### src/rtl/ram_mover_pkg.sv
// Shared encodings for the RAM64 block mover: opcodes, FSM states and sizes.
package ram_mover_pkg;

  localparam int RAM_ADDR_W = 6;
  localparam int RAM_DATA_W = 16;
  localparam int MAX_COUNT  = 2**RAM_ADDR_W;

  localparam logic [1:0] OP_FILL = 2'b00;
  localparam logic [1:0] OP_COPY = 2'b01;
  localparam logic [1:0] OP_SUM  = 2'b10;
  localparam logic [1:0] OP_RSVD = 2'b11;

  // ST_COPY_VR is only reachable when read-back verification is built in
  typedef enum logic [2:0] {
    ST_IDLE,
    ST_FILL,
    ST_COPY_RD,
    ST_COPY_WR,
    ST_COPY_VR,
    ST_SUM,
    ST_DONE
  } state_t;

endpackage

### src/rtl/ram_mover_addr_gen.sv
// Source/destination pointers and remaining-word counter for the block mover.
// Pointers wrap modulo 2**ADDR_W; the count is clamped to 2**ADDR_W on load.
module ram_mover_addr_gen #(
  parameter int ADDR_W = 6
) (
  input  logic              CLK,
  input  logic              reset,
  input  logic              load,
  input  logic [ADDR_W-1:0] src_start,
  input  logic [ADDR_W-1:0] dst_start,
  input  logic [ADDR_W:0]   word_count,
  input  logic              src_advance,
  input  logic              dst_advance,
  input  logic              word_done,
  output logic [ADDR_W-1:0] src_ptr,
  output logic [ADDR_W-1:0] dst_ptr,
  output logic              last
);

  localparam logic [ADDR_W:0] MAX_WORDS = {1'b1, {ADDR_W{1'b0}}};
  localparam logic [ADDR_W:0] ONE_WORD  = {{ADDR_W{1'b0}}, 1'b1};

  logic [ADDR_W:0] remaining;
  logic [ADDR_W:0] clamped_count;

  // Any count with the top bit set is 64 or more, so it saturates to a full sweep
  assign clamped_count = word_count[ADDR_W] ? MAX_WORDS : word_count;

  assign last = (remaining == ONE_WORD);

  // Pointer and counter registers: load on command accept, step as words complete
  always_ff @(posedge CLK or posedge reset) begin
    if (reset) begin
      src_ptr   <= '0;
      dst_ptr   <= '0;
      remaining <= '0;
    end else if (load) begin
      src_ptr   <= src_start;
      dst_ptr   <= dst_start;
      remaining <= clamped_count;
    end else begin
      if (src_advance) src_ptr <= src_ptr + ADDR_W'(1);
      if (dst_advance) dst_ptr <= dst_ptr + ADDR_W'(1);
      if (word_done)   remaining <= remaining - ONE_WORD;
    end
  end

endmodule

### src/rtl/ram64_block_mover.sv
// RAM64 block mover: master-side engine running one FILL, COPY or SUM command
// at a time over a wrapping address range, with a start/busy/done handshake.
// Optional macro RAM_MOVER_VERIFY_EN adds a read-back compare after each COPY
// write; mismatches set err and are counted (saturating) in result.
module ram64_block_mover
  import ram_mover_pkg::*;
#(
  parameter int ADDR_W = RAM_ADDR_W,
  parameter int DATA_W = RAM_DATA_W
) (
  input  logic              CLK,
  input  logic              reset,
  input  logic              start,
  input  logic [1:0]        op,
  input  logic [ADDR_W-1:0] src_addr,
  input  logic [ADDR_W-1:0] dst_addr,
  input  logic [ADDR_W:0]   count,
  input  logic [DATA_W-1:0] fill_value,
  output logic [ADDR_W-1:0] mem_address,
  output logic [DATA_W-1:0] mem_in,
  output logic              mem_load,
  input  logic [DATA_W-1:0] mem_out,
  output logic              busy,
  output logic              done,
  output logic              err,
  output logic [DATA_W-1:0] result
);

  state_t state, next_state;

  logic [DATA_W-1:0] hold;
  logic [DATA_W-1:0] fill_q;
  logic [ADDR_W-1:0] src_ptr;
  logic [ADDR_W-1:0] dst_ptr;
  logic              last;
  logic              accept;
  logic              src_advance;
  logic              dst_advance;
  logic              word_done;
  logic              capture;
  logic              accumulate;
`ifdef RAM_MOVER_VERIFY_EN
  logic              verify;
`endif

  ram_mover_addr_gen #(
    .ADDR_W (ADDR_W)
  ) u_addr_gen (
    .CLK         (CLK),
    .reset       (reset),
    .load        (accept),
    .src_start   (src_addr),
    .dst_start   (dst_addr),
    .word_count  (count),
    .src_advance (src_advance),
    .dst_advance (dst_advance),
    .word_done   (word_done),
    .src_ptr     (src_ptr),
    .dst_ptr     (dst_ptr),
    .last        (last)
  );

  // State register; reset drops straight back to IDLE so no further writes occur
  always_ff @(posedge CLK or posedge reset) begin
    if (reset) state <= ST_IDLE;
    else       state <= next_state;
  end

  // Next-state logic and RAM port drive; every output idles at zero
  always_comb begin
    next_state  = state;
    mem_address = '0;
    mem_in      = '0;
    mem_load    = 1'b0;
    busy        = 1'b0;
    done        = 1'b0;
    accept      = 1'b0;
    src_advance = 1'b0;
    dst_advance = 1'b0;
    word_done   = 1'b0;
    capture     = 1'b0;
    accumulate  = 1'b0;
`ifdef RAM_MOVER_VERIFY_EN
    verify      = 1'b0;
`endif
    case (state)
      ST_IDLE: begin
        if (start) begin
          accept = 1'b1;
          if (count == '0 || op == OP_RSVD) begin
            next_state = ST_DONE;
          end else begin
            case (op)
              OP_FILL: next_state = ST_FILL;
              OP_COPY: next_state = ST_COPY_RD;
              default: next_state = ST_SUM;
            endcase
          end
        end
      end
      ST_FILL: begin
        busy        = 1'b1;
        mem_address = dst_ptr;
        mem_in      = fill_q;
        mem_load    = 1'b1;
        dst_advance = 1'b1;
        word_done   = 1'b1;
        if (last) next_state = ST_DONE;
      end
      ST_COPY_RD: begin
        busy        = 1'b1;
        mem_address = src_ptr;
        capture     = 1'b1;
        src_advance = 1'b1;
        next_state  = ST_COPY_WR;
      end
      ST_COPY_WR: begin
        busy        = 1'b1;
        mem_address = dst_ptr;
        mem_in      = hold;
        mem_load    = 1'b1;
`ifdef RAM_MOVER_VERIFY_EN
        next_state  = ST_COPY_VR;
`else
        dst_advance = 1'b1;
        word_done   = 1'b1;
        next_state  = last ? ST_DONE : ST_COPY_RD;
`endif
      end
`ifdef RAM_MOVER_VERIFY_EN
      ST_COPY_VR: begin
        busy        = 1'b1;
        mem_address = dst_ptr;
        verify      = 1'b1;
        dst_advance = 1'b1;
        word_done   = 1'b1;
        next_state  = last ? ST_DONE : ST_COPY_RD;
      end
`endif
      ST_SUM: begin
        busy        = 1'b1;
        mem_address = src_ptr;
        accumulate  = 1'b1;
        src_advance = 1'b1;
        word_done   = 1'b1;
        if (last) next_state = ST_DONE;
      end
      ST_DONE: begin
        done       = 1'b1;
        next_state = ST_IDLE;
      end
      default: next_state = ST_IDLE;
    endcase
  end

  // Datapath registers: command latch, copy holding word, result and sticky error
  always_ff @(posedge CLK or posedge reset) begin
    if (reset) begin
      hold   <= '0;
      fill_q <= '0;
      result <= '0;
      err    <= 1'b0;
    end else begin
      if (accept) begin
        fill_q <= fill_value;
        result <= '0;
        err    <= (op == OP_RSVD);
      end
      if (capture)    hold   <= mem_out;
      if (accumulate) result <= result + mem_out;
`ifdef RAM_MOVER_VERIFY_EN
      if (verify && (mem_out != hold)) begin
        err <= 1'b1;
        if (result != '1) result <= result + DATA_W'(1);
      end
`endif
    end
  end

endmodule
### config.mk
export PLATFORM = sky130hd
export DESIGN_NAME = ram64_block_mover
export DESIGN_NICKNAME = d
export VERILOG_FILES = /design/src/rtl/ram_mover_pkg.sv /design/src/rtl/ram_mover_addr_gen.sv /design/src/rtl/ram64_block_mover.sv
export SDC_FILE = /design/constraint.sdc
export NUM_CORES = 1
export LEC_CHECK = 0
export ABC_AREA = 1
export CORE_AREA = 3 3 94 96
export DETAILED_ROUTE_END_ITERATION = 16
export DIE_AREA = 0 0 97 99
export GPL_ROUTABILITY_DRIVEN = 0
export PLACE_DENSITY = 0.84
export SLEW_MARGIN = 20
export SYNTH_ARGS = -nofsm -noshare
export SYNTH_HDL_FRONTEND = slang
export SYNTH_SLANG_ARGS = --single-unit
### constraint.sdc
create_clock -name CLK -period 5.7 [get_ports CLK]
set_input_delay 1.14 -clock CLK [delete_from_list [all_inputs] [get_ports CLK]]
set_output_delay 1.14 -clock CLK [all_outputs]
set_load 0.01 [all_outputs]
==> impl_results.md, run 1 <==
* Status: finished, final reports clean
* Core area at 0.00813 mm2
* Yosys top cell area share at 0.405
* Vias in the first global route at 4148
* Final Setup Violations at 0
* Fillers at 661
* Area leader, netlist: dfrtp_1
* Max FO, Critical Path at 35
* R2r startpoint: state[2]$_DFFE_PP0P_
* Fin. max-slew vios at 0
* Post-layout net count at 786
* R2R Path End: u_addr_gen.remaining[0]$_DFFE_PP0P_
* RSZ-0062 raised after global routing: false
* First-pass GRT wire length at 19300 um
* Crit. End Element: output port
* Final TNS setup at 0 ns
* Post-synth top flop: dfrtp_1
* Fmax at 266 MHz
* Worst-path clk slew at 0.07 ns
* Area growth syn-to-layout at 27.8%
* CTS tree: yes
* Congestion Overflow GR at 0
* Min Tclk post-route at 3.76 ns
* Die area at 0.00960 mm2
* Port Buffers at 97
* Htree depth at 3
* Post-CTS Setup Bufs at 0
* Total number of vias at 4334
* DR WL/cell at 14.0 um
* Worst Hold Launch: fill_q[0]$_DFFE_PP0P_
* Syn_area_per_cell at 7.13 um2
* CP arrival at 2.62 ns
* Syn_nets at 692
* Hold-fix buffers, CTS at 0
* Starting density of the core at 0.540
* Hold Path Cell Cnt at 2
* ANT cells at 0
* Asr flop ratio synth at 1.00
* PwrDens at 317 mW/mm2
* Clock sinks at 71
* DIE HEIGHT at 99 um
* Post-synth top cells: 197 x nand2_1, 89 x inv_1, 71 x dfrtp_1
* Leak pwr at 2.83 nW
* Die Span X at 97 um
* 1st-iter DRT viols at 292
* Critical Path RT at 4.56 ns
* Num CTS Buffers at 9
* Total GRT Usage at 0.245
* Worst-Skew Late Latency at 0.35 ns
* Largest net degree at the start of global routing at 59
* Worst VDD drop at 0.233 mV
* Post-synth EDFFs at 0
* I/O pin count at 98
* Worst Hold Path EP: fill_q[0]$_DFFE_PP0P_
* Final wirelength at 11500 um
* Row count at 33
* Dpl cells at 804
* Mapped Cells at 616
* Max cap viols at 0
* Worst reg2reg path depth at 9
* Pre-antenna DRT Iters at 5
* Remaining antenna violation count at 0
* Buffer depth of the longest clock path at 2
* Hold Vio Cnt, Final at 0
* Syn Std Cell Area at 0.00439 mm2
* Cts repair resizes at 0
* Hold Path Class: reg -> reg
* Sequential share of the synthesized area at 0.405
* Share of cells above drive strength 1 at 0.0601
* Synth area leaders: dfrtp_1 40%, nand2_1 17%, inv_1 7.6%
* Worst Max-Slew Pin Slew at 0.746 ns
* Worst reg2reg setup slack at 3.13 ns
* Remaining DRCs at 0
* Via-per-instance ratio at 5.29
* Yosys warns at 0
* Initial antenna violation count at 0
* Setup CP Type: reg -> out
* Final Cycle Share at 0.659
* Startpoint types: flop
* Yosys cell types at 35
* Count leader, synth: nand2_1
* Non-filler instance count after layout at 820
* Detail Placement HPWL at 8520 um
* Slew HR at 0.501
* Root Driver: clkbuf_8
* Clock Skew at 0.00959 ns
* Yosys reg bits at 71
through the flow:
step / cell area, um2 / worst slack (ns) / power, mW / hold WS, ns / util
2_1_floorplan: 4390 / 2.76 / 1.11 / 0.442 / -
3_3_place_gp: 5420 / 2.00 / 1.36 / 0.470 / 0.666
3_5_place_dp: 5420 / 1.94 / 1.37 / 0.469 / 0.666
4_1_cts: 5610 / 1.56 / 1.77 / 0.488 / 0.689
5_1_grt: 5610 / 1.72 / 1.91 / 0.509 / 0.690
6_report: 5610 / 1.94 / 1.78 / 0.488 / 0.690
worst max-delay path by stage:
stage | startpoint | endpoint | slack, ns
2_1_floorplan | reset | err$_DFFE_PP0P_ | 2.76
3_3_place_gp | state[2]$_DFFE_PP0P_ | mem_address[0] | 2.00
3_5_place_dp | state[2]$_DFFE_PP0P_ | mem_address[4] | 1.94
4_1_cts | state[2]$_DFFE_PP0P_ | mem_address[4] | 1.56
5_1_grt | state[2]$_DFFE_PP0P_ | mem_address[5] | 1.72
6_report | state[2]$_DFFE_PP0P_ | mem_address[4] | 1.94
logic make-up after synthesis:
kind of cell	after synthesis	share of synthesized area
AO/OA/AOI/OAI	104	0.130
flip-flops	71	0.405
buffers and inverters	115	0.105
XOR/XNOR	7	0.0140
adder cells (fa/ha/maj)	20	0.0587
AND/OR/NAND/NOR	299	0.288
registers in the layout, indices dropped and copies added, names as in the netlist:
register,cells
u_addr_gen.src_ptr,6
result,16
err,1
hold,16
u_addr_gen.remaining,7
state,3
fill_q,16
u_addr_gen.dst_ptr,6
report_power, final:
| part | switching (mW) | total (mW) | internal [mW] | leakage (nW) |
|---|---|---|---|---|
| registers | 0.0542 | 0.621 | 0.566 | 0.791 |
| clock network | 0.186 | 0.399 | 0.212 | 0.100 |
| logic | 0.416 | 0.758 | 0.342 | 1.94 |
| total | 0.656 | 1.78 | 1.12 | 2.83 |
per-layer routing:
layer,up-vias,share of wire,track usage
met5,-,0,0
met4,0,0.018,0.0886
met3,20,0.056,0.0389
met2,160,0.47,0.393
met1,2003,0.45,0.338
li1,2151,-,-
cells in the final DEF, fill, tap and decap left out, drive strengths merged, types with 4 or more instances in the layout:
master           n
a21oi           14
a31oi            4
clkbuf          12
clkdlybuf4s50   97
dfrtp           71
ha              19
inv            100
nand2          204
nand3           39
nor2            40
nor3             7
o21ai           63
o22ai           16
xor2             6
layout make-up:
class                           count  area (um2)  share of cell area
Clock buffer                       12         145              0.0259
Clock inverter                      4        45.0             0.00803
Inverter                          100         378              0.0673
Multi-Input combinational cell    430        2160               0.384
Sequential cell                    71        1780               0.317
Tap cell                          105         131              0.0234
Timing Repair Buffer               98         978               0.174
worst max-delay path, cell delays in order, from the launching register on:
cell             delay [ns]
dfrtp_1                0.42
inv_2                  0.23
nand2_1                0.15
nor2_4                 0.54
nor2_2                 0.20
o22ai_1                0.16
clkdlybuf4s50_1        0.56
No activity file was read; power rests on OpenSTA's default activity.
==> inputs of run 2 (changes only) <==
Settings changed: CORE_AREA 3 3 94 96 to 3 3 102 104, DIE_AREA 0 0 97 99 to 0 0 105 107, PLACE_DENSITY 0.84 to 0.76.
Clock period 5.7 ns to 3.05 ns, I/O delays scaled along.
==> impl_results.md, run 2 (synthesis gave the netlist of run 1 again) <==
* Fillers at 898
* Placed inst area at 0.00549 mm2
* Clock share of power at 0.214
* Min Tclk post-route at 2.87 ns
* Final WS setup at 0.178 ns
* Total GRT Usage at 0.216
* Gate power share at 0.434
* Fin. max-slew vios at 0
* DIE HEIGHT at 107 um
* Worst Setup SP: state[0]$_DFFE_PP0P_
* Status: finished, final reports clean
* Pint at 2.06 mW
* P_sw at 1.25 mW
* Crit. End Element: output port
* 1st-iter DRT viols at 272
* Worst Max-Slew Pin Slew at 0.517 ns
* Row count at 36
* Worst VDD drop at 0.500 mV
* ANT cells at 0
* Num CTS Buffers at 9
* Net Sw Frac at 0.378
* Final wirelength at 11600 um
* Via-per-instance ratio at 5.07
* First-pass GRT wire length at 19800 um
* Buffer depth of the longest clock path at 2
* Worst-Skew Late Latency at 0.34 ns
* Final instance area at 0.00568 mm2
* Hold Path Class: reg -> reg
* Largest registers: fill_q x16, hold x16, result x16
* Critical Path RT at 2.44 ns
* Htree depth at 3
* Post-layout net count at 791
* Setup CP Type: reg -> out
* Initial antenna violation count at 0
* Remaining DRCs at 0
* Leak pwr at 2.84 nW
* Worst Hold Launch: fill_q[6]$_DFFE_PP0P_
* Worst-path clk slew at 0.07 ns
* Largest net degree at the start of global routing at 50
* Pre-CTS WS at 0.396 ns
* Startpoint types: flop
* Die Span X at 105 um
* Max FO, Critical Path at 14
* Clock sinks at 71
* Starting density of the core at 0.455
* Die area at 0.0112 mm2
* CTS tree: yes
* Area growth syn-to-layout at 29.5%
* Detail Placement HPWL at 8740 um
* Vias in the first global route at 4268
* Clock Skew at 0.0107 ns
* DR WL/cell at 13.7 um
* CP arrival at 2.26 ns
* Total number of vias at 4307
* Final Setup Violations at 0
* Max cap viols at 0
* Multi-input logic area at 0.00216 mm2
* Pre-antenna DRT Iters at 5
* PwrDens at 583 mW/mm2
* Port Buffers at 97
* R2r startpoint: state[2]$_DFFE_PP0P_
* Share of cells above drive strength 1 at 0.0656
* Hold WS at 0.492 ns
* Hold-fix buffers, CTS at 0
* Most common cell after layout, fill and taps aside: nand2_1
* Congestion Overflow GR at 0
* Slew HR at 0.655
* Sequential Power Share at 0.352
* Most frequent cells in the layout: 197 x nand2_1, 97 x clkdlybuf4s50_1, 88 x inv_1
* Fmax at 348 MHz
* I/O pin count at 98
* Root Driver: clkbuf_8
* Final Cycle Share at 0.942
* Core area at 0.00964 mm2
* Hold Vio Cnt, Final at 0
* Remaining antenna violation count at 0
* Register area at 0.00178 mm2
## run 2: metrics by stage
| stage | total power, mW | TNS, ns | util | instances |
|---|---|---|---|---|
| finish | 3.32 | 0 | 0.590 | 850 |
| CTS | 3.32 | 0 | 0.588 | 849 |
| floorplan | 2.07 | 0 | - | 616 |
| global placement | 2.56 | 0 | 0.570 | 836 |
| detailed placement | 2.59 | 0 | 0.570 | 836 |
| global route | 3.58 | -0.00270 | 0.590 | 850 |
## run 2: power by group through the flow
stage	clock network, mW	registers [mW]	logic (mW)
final	0.708	1.17	1.44
after global routing	0.775	1.18	1.62
after CTS	0.723	1.16	1.43
after detailed placement	0	1.18	1.41
after global placement	0	1.18	1.38
after floorplan	0	1.21	0.865
## run 2: area by class of cell
type                       instances  area share
tap                              133      0.0293
timing repair buffer             103       0.181
inverter                         100      0.0667
clock inverter                     4     0.00880
sequential                        71       0.313
clock buffer                       9      0.0218
multi-input combinational        430       0.380
## run 2: per-layer routing
metal,routed length (um),global-route usage,up-vias
met4,89,0.0572,0
met1,5250,0.286,1982
met3,803,0.0566,8
met5,0,0,-
met2,5480,0.352,155
li1,-,-,2162
## run 2: path summary, 6_finish.rpt
| check | end | slack [ns] | cells after the start |
|---|---|---|---|
| max | mem_address[0] | 0.18 | 7 |
| min in group asynchronous | fill_q[13]$_DFFE_PP0P_ | 0.63 | 2 |
| max reg2reg | u_addr_gen.src_ptr[1]$_DFFE_PP0P_ | 1.13 | 8 |
| min reg2reg | fill_q[6]$_DFFE_PP0P_ | 0.49 | 2 |
| min | fill_q[6]$_DFFE_PP0P_ | 0.49 | 2 |
| max in group asynchronous | state[2]$_DFFE_PP0P_ | 1.78 | 3 |
## run 2: repair_timing
item                       4_1_cts  5_1_grt
gates resized for setup          0        2
setup endpoints to repair        0       11
buffers inserted                 0        1
## run 2: critical path: stages, from the launching register on
cell,delay (ns)
dfrtp_1,0.45
inv_2,0.13
nor2_4,0.06
nand2_4,0.10
clkinv_2,0.23
nor2_2,0.33
o22ai_1,0.12
clkdlybuf4s50_1,0.50
==> inputs of run 3 (changes only) <==
Settings changed: RECOVER_POWER set to 25.
==> impl_results.md, run 3 (synthesis gave the netlist of run 1 again) <==
* Status: finished, final reports clean
* Num CTS Buffers at 9
* Area growth syn-to-layout at 29.1%
* Worst Setup SP: state[0]$_DFFE_PP0P_
* Startpoint types: flop
* Worst-path clk slew at 0.08 ns
* Largest net degree at the start of global routing at 50
* Fmax at 348 MHz
* Min Tclk post-route at 2.88 ns
* 1st-iter DRT viols at 274
* Final WS setup at 0.173 ns
* Buffer depth of the longest clock path at 2
* Total GRT Usage at 0.216
* Post-layout net count at 791
* Max FO, Critical Path at 14
* Crit. End Element: output port
* Most common cell after layout, fill and taps aside: nand2_1
* Worst Max-Slew Pin Slew at 1.24 ns
* Pre-antenna DRT Iters at 5
* Largest registers: fill_q x16, hold x16, result x16
* ANT cells at 0
* Hold Path Class: reg -> reg
* Setup CP Type: reg -> out
* Worst VDD drop at 0.504 mV
* I/O pin count at 98
* Vias in the first global route at 4268
* Initial antenna violation count at 0
* DIE HEIGHT at 107 um
* Final wirelength at 11600 um
* CTS tree: yes
* Fillers at 900
* Final design utilization at 0.588
* Clock sinks at 71
* Hold Vio Cnt, Final at 0
* Critical path destination: mem_address[0]
* Remaining antenna violation count at 0
* Clock Skew at 0.00914 ns
* Leak pwr at 2.84 nW
* Critical Path RT at 2.44 ns
* Via-per-instance ratio at 5.09
* Worst reg2reg setup slack at 1.12 ns
* Fin. max-slew vios at 0
* Die area at 0.0112 mm2
* R2r startpoint: state[2]$_DFFE_PP0P_
* Final Cycle Share at 0.943
* Detail Placement HPWL at 8740 um
* Remaining DRCs at 0
* R2R Path End: u_addr_gen.src_ptr[1]$_DFFE_PP0P_
* Row count at 36
* Congestion Overflow GR at 0
* DR WL/cell at 13.7 um
* Worst reg2reg path depth at 8
* Htree depth at 3
* Hold-fix buffers, CTS at 0
* First-pass GRT wire length at 19800 um
* Max cap viols at 0
* CP arrival at 2.27 ns
* Design Power at 3.31 mW
* Starting density of the core at 0.455
* Core area at 0.00964 mm2
* Most frequent cells in the layout: 197 x nand2_1, 96 x clkdlybuf4s50_1, 89 x inv_1
* Final Setup Violations at 0
* Port Buffers at 97
* Die Span X at 105 um
* Root Driver: clkbuf_8
* Slew HR at 0.171
* Register area at 0.00178 mm2
* Share of cells above drive strength 1 at 0.0642
* Worst-Skew Late Latency at 0.34 ns
* Pre-CTS WS at 0.396 ns
* Multi-input logic area at 0.00216 mm2
* PwrDens at 584 mW/mm2
* Total number of vias at 4324
-- run 3: cell count changes in the layout (fill, tap and decap cells not counted) --
cell,change
buf_12,-1
clkdlybuf4s50_1,-1
clkbuf_2,+1
inv_2,-1
inv_1,+1
dlygate4sd3_1,+1
-- run 3: timing repair --
item | 4_1_cts | 5_1_grt
gates resized for setup | 0 | 2
setup endpoints to repair | 0 | 11
setup buffers | 0 | 1
-- run 3: area by class of cell --
| type | count | area share |
|---|---|---|
| Timing Repair Buffer | 103 | 0.179 |
| Tap cell | 133 | 0.0294 |
| Sequential cell | 71 | 0.313 |
| Multi-Input combinational cell | 430 | 0.381 |
| Inverter | 100 | 0.0669 |
| Clock inverter | 4 | 0.00883 |
| Clock buffer | 9 | 0.0218 |
-- run 3: report_power, final --
part / switching, mW / internal, mW / total [mW]
logic: 0.796 / 0.640 / 1.44
registers: 0.108 / 1.06 / 1.17
clock network: 0.348 / 0.363 / 0.711
total: 1.25 / 2.06 / 3.31
-- run 3: metal layers --
layer  part of all wire  GRT usage  routed length, um
met5                  0          0                  0
met4             0.0076     0.0572                 89
met3              0.067     0.0566                784
met2               0.48      0.352               5550
met1               0.45      0.286               5220
-- run 3: how the worst min path moves through the flow --
stage	endpoint	cells after the start	slack (ns)	from
global route	fill_q[5]$_DFFE_PP0P_	2	0.52	fill_q[5]$_DFFE_PP0P_
detailed placement	fill_q[6]$_DFFE_PP0P_	2	0.47	fill_q[6]$_DFFE_PP0P_
finish	fill_q[6]$_DFFE_PP0P_	2	0.49	fill_q[6]$_DFFE_PP0P_
floorplan	hold[15]$_DFFE_PP0P_	2	0.44	hold[15]$_DFFE_PP0P_
CTS	fill_q[6]$_DFFE_PP0P_	2	0.49	fill_q[6]$_DFFE_PP0P_
global placement	fill_q[4]$_DFFE_PP0P_	2	0.47	fill_q[4]$_DFFE_PP0P_
-- run 3: worst max-delay path, stage by stage (launching register included) --
cell and delay, ns:
dfrtp_1 0.45, inv_2 0.12, nor2_4 0.06, nand2_4 0.10, clkinv_2 0.23, nor2_2 0.34, o22ai_1 0.12, clkdlybuf4s50_1 0.50
-- run 3: through the flow --
stage,cells,cell area [um2],setup TNS [ns],hold slack (ns)
floorplan,616,4390,0,0.442
global placement,836,5490,0,0.471
detailed placement,836,5490,0,0.471
CTS,849,5670,0,0.492
global route,850,5670,-0.00270,0.515
finish,850,5670,0,0.490
==> variant 1: new RTL, flow settings as in run 2 <==
Change the package constant `RAM_ADDR_W` from 6 to 7.
--- a/src/rtl/ram_mover_pkg.sv
+++ b/src/rtl/ram_mover_pkg.sv
@@ -2,5 +2,5 @@
 package ram_mover_pkg;
 
-  localparam int RAM_ADDR_W = 6;
+  localparam int RAM_ADDR_W = 7;
   localparam int RAM_DATA_W = 16;
   localparam int MAX_COUNT  = 2**RAM_ADDR_W;
Interface: changed (resized count, dst_addr, mem_address and src_addr); port bits go from 98 to 102. The function was not compared with the original's and may differ.
==> variant 1 against run 2 <==
- design area grew 5.4%
- routed wire length grew 4.7%
- non-clock buffer count grew 4
- synthesized area grew 5.5%
- setup slack gained 0.077 ns
- global-route usage grew 1.1 points
- sequential cell count grew 3
Power is not compared: it rests on default switching activity, and its combinational part moved more than twofold at a synthesized area within 25%.
==> variant 1: results (changes against run 2) <==
* Seq cells post-synth at 74 (+4.2%)
* Sequential share of the synthesized area at 40.0% (-0.48 points)
* Dpl hpwl at 9350 µm (+6.9%)
* Asr flop ratio synth at 100% (unchanged)
* Hold Crit Start: fill_q[3]
* R2r setup slk at 1.19 ns (+0.06 ns)
* Data buffer area share at 17.8% (-0.26 points)
* Met2 Wirelength at 5790 µm (+5.7%)
* Cells on worst reg2reg path at 7 (-1)
* CTS clk-pin slew, worst paths at 0.07 ns (about the same)
* Yosys cell types at 40 (+14%)
* Synth Area in Adders at 5.57% (-0.30 points)
* Largest net degree at the start of global routing at 36 (-28%)
* Reg-to-reg endpoint: u_addr_gen.remaining[7]
* Per-cell routed wire length at 13.8 µm (+1.1%)
* CP top delay family: buffers and inverters
* VDD IR max at around 400 µV
* Inverter count at 103 (+3.0%)
* Max H-tree Level at 3 (unchanged)
* M2 GR Usage at 37.2% (+2.0 points)
* Clk_skew at 0.00641 ns (-0.00432 ns)
* Post-synthesis mux area share at 0% (unchanged)
* Seq. pwr at about 1800 µW
* XOR/XNOR share of the synthesized area at 1.70% (+0.31 points)
* Syn Area/Cell at 7.22 µm² (+1.4%)
* Met3 WL post-DR at 641 µm (-20%)
* Post-synthesis compound-gate area fraction at 13.4% (+0.38 points)
* Synth top area cells: dfrtp_1 (40%), nand2_1 (16%), inv_1 (7.5%), ha_1 (5.1%), o21ai_0 (4.9%)
* Nonclk buf count at 107 (+3.9%)
* M1 GR Usage at 30.4% (+1.9 points)
* Post-route met1 wirelength at 5460 µm (+3.9%)
* GRT Util Overall at 22.7% (+1.1 points)
* Final nets at 822 (+3.9%)
* Most instantiated cells after synthesis: nand2_1 (196), inv_1 (92), dfrtp_1 (74)
* Fill cells at 911 (+1.4%)
* Sequential cell area share at 30.9% (-0.35 points)
* Iter 0 DRT Violations at 222 (-18%)
* Layout clock area frac at 3.65% (+0.59 points)
* Sink of the worst hold path: fill_q[3]
* Syn nets at 720 (+4.0%)
* Crit. Startpoint: state[2]
* Slew @ Worst Pin at 0.575 ns (+0.0581 ns)
* Initial antenna violation count at 0 (unchanged)
* Layout cells sized above 1 at 6.56% (about the same)
* Worst Path Arrival at 2.19 ns (-0.07 ns)
* IO Port Bufs at 101 (+4.1%)
* Via-per-instance ratio at 5.05 (-0.25%)
* Routing usage on met3 at 3.31% (-2.3 points)
* Drt total wl at 12200 µm (+4.7%)
* First-pass GRT wire length at 20600 µm (+4.0%)
* Multi-input gates at 448 (+4.2%)
* Status: finished clean
* Postcts setup bufs at 0 (unchanged)
* Multi-input gate area at 2290 µm² (+6.2%)
* CLK BUF at 13 (+4)
* Critical path's largest stage delay at 0.56 ns (+0.06 ns)
* Number of global-route vias before repair at 4290 (+0.52%)
* Worst-path fanout max at 16 (+2)
* Maximum clock insertion buffer count at 2 (unchanged)
* DP Cell Count at 865 (+3.5%)
variant 1: cell count changes in the layout (fill, tap and decap cells not counted), moves of 3 or more:
| cell | delta |
|---|---|
| dfrtp_1 | +3 |
| clkdlybuf4s50_1 | +4 |
| o21ai_1 | -17 |
| nor3_1 | +4 |
| inv_1 | +3 |
| o21ai_0 | +10 |
| o22ai_1 | +4 |
| nor2_1 | +5 |
variant 1: metrics by stage:
stage / hold slack, ns / utilization, % / setup slack [ns] / instance area (µm²) / power (µW)
2_1_floorplan: 0.442 / - / 0.558 / 4630 / 3990
3_3_place_gp: 0.458 / 59.9 / 0.602 / 5770 / 5040
3_5_place_dp: 0.462 / 59.9 / 0.546 / 5770 / 5160
4_1_cts: 0.479 / 62.1 / 0.147 / 5990 / 6040
5_1_grt: 0.503 / 62.2 / 0.0624 / 5990 / 6580
6_report: 0.477 / 62.2 / 0.255 / 5990 / 6020
variant 1: worst min-delay path: stages (launching register included):
cell and delay, ns:
dfrtp_1 0.35, nand2_1 0.05, nand2_1 0.04
==> variant 2: new RTL, flow settings as in run 2 <==
Without the edit above. Register the output `mem_in`, with the module's reset; this adds one clock of latency there. The other outputs are not delayed to match.
--- a/src/rtl/ram64_block_mover.sv
+++ b/src/rtl/ram64_block_mover.sv
@@ -26,4 +26,6 @@
   output logic [DATA_W-1:0] result
 );
+
+  logic [DATA_W-1:0] mem_in_d;
 
   state_t state, next_state;
@@ -71,5 +73,5 @@
     next_state  = state;
     mem_address = '0;
-    mem_in      = '0;
+    mem_in_d    = '0;
     mem_load    = 1'b0;
     busy        = 1'b0;
@@ -102,5 +104,5 @@
         busy        = 1'b1;
         mem_address = dst_ptr;
-        mem_in      = fill_q;
+        mem_in_d    = fill_q;
         mem_load    = 1'b1;
         dst_advance = 1'b1;
@@ -118,5 +120,5 @@
         busy        = 1'b1;
         mem_address = dst_ptr;
-        mem_in      = hold;
+        mem_in_d    = hold;
         mem_load    = 1'b1;
 `ifdef RAM_MOVER_VERIFY_EN
@@ -178,3 +180,11 @@
   end
 
+  always_ff @(posedge CLK or posedge reset) begin
+    if (reset) begin
+      mem_in <= '0;
+    end else begin
+      mem_in <= mem_in_d;
+    end
+  end
+
 endmodule
Formal check against the unedited RTL: not equivalent (a bounded check fails within 4 cycles, from zero or initial values and one cycle with reset high).
==> variant 2 against run 2 <==
- count of clock-buffer cells in the layout unchanged
- design area increased by 7.6%
- setup slack got worse by 0.015 ns
- via count increased by 2.0%
- critical endpoint is now mem_address[5]
- largest cell class unchanged
- sequential cell count increased by 16
- routed wire length increased by 5.0%
- synthesized area increased by 9.9%
Power is not compared: it rests on default switching activity, and its combinational part moved more than twofold at a synthesized area within 25%.
==> variant 2: results (changes against run 2) <==
* Critical path's largest stage delay at 0.56 ns (+0.06 ns)
* Post-route met1 wirelength at 5460 µm (+3.9%)
* Synth top area cells: dfrtp_1 (45%), nand2_1 (19%), inv_1 (5.3%), ha_1 (4.9%), a32o_1 (3.5%)
* Pre-antenna DRT Iters at 4 (-1)
* Number of global-route vias before repair at 4460 (+4.5%)
* Layout cells sized above 1 at 6.46% (-0.099 points)
* Worst hold slack at 0.483 ns (-0.00924 ns)
* M1 GR Usage at 28.5% (-0.034 points)
* CTS clk-pin slew, worst paths at 0.09 ns (+0.02 ns)
* Layout clock area frac at 3.70% (+0.64 points)
* Reg-to-reg endpoint: result[2]
* Register area at 2180 µm² (+23%)
* Drt total wl at 12200 µm (+5.0%)
* Met2 Wirelength at 6010 µm (+9.6%)
* Max_slew headroom at 57.2% (-8.3 points)
* GRT Util Overall at 22.7% (+1.1 points)
* First-pass GRT wire length at 20800 µm (+4.8%)
* Setup slack after layout at 0.162 ns (-0.0153 ns)
* Yosys cell types at 34 (-2.9%)
* Seq_cells at 87 (+23%)
* Most instantiated cells after synthesis: nand2_1 (239), dfrtp_1 (87), inv_1 (68)
* Status: finished clean
* Data buffer area share at 16.5% (-1.6 points)
* Via-per-instance ratio at 5.10 (+0.74%)
* Cells on worst reg2reg path at 7 (-1)
* Multi-input gates at 445 (+3.5%)
## variant 2: cell count changes after synthesis, sizes merged
| cell | run 2 | this run |
|---|---|---|
| nand3 | 39 | 35 |
| a31oi | 4 | 6 |
| a32o | 2 | 17 |
| o221ai | 1 | 0 |
| o21ai | 63 | 33 |
| dfrtp | 71 | 87 |
| nand2 | 204 | 244 |
| clkbuf | 5 | 2 |
| a22oi | 0 | 1 |
| inv | 100 | 78 |
| o211ai | 2 | 1 |
| and2 | 1 | 2 |
| o22ai | 16 | 8 |
| buf | 10 | 15 |
## variant 2: through the flow
stage	power [µW]	utilization [%]	std cells	instance area (µm²)
after global routing	6650	63.5	861	6120
after CTS	6130	63.5	861	6120
after floorplan	4090	-	627	4820
final	6100	63.5	861	6120
after global placement	5070	61.1	845	5890
after detailed placement	5190	61.1	845	5890
## variant 2: where the power goes
part / switching (µW) / internal (µW) / total, µW
Clock: 444 / 471 / 915
Combinational: 1830 / 1320 / 3150
Sequential: 356 / 1680 / 2030
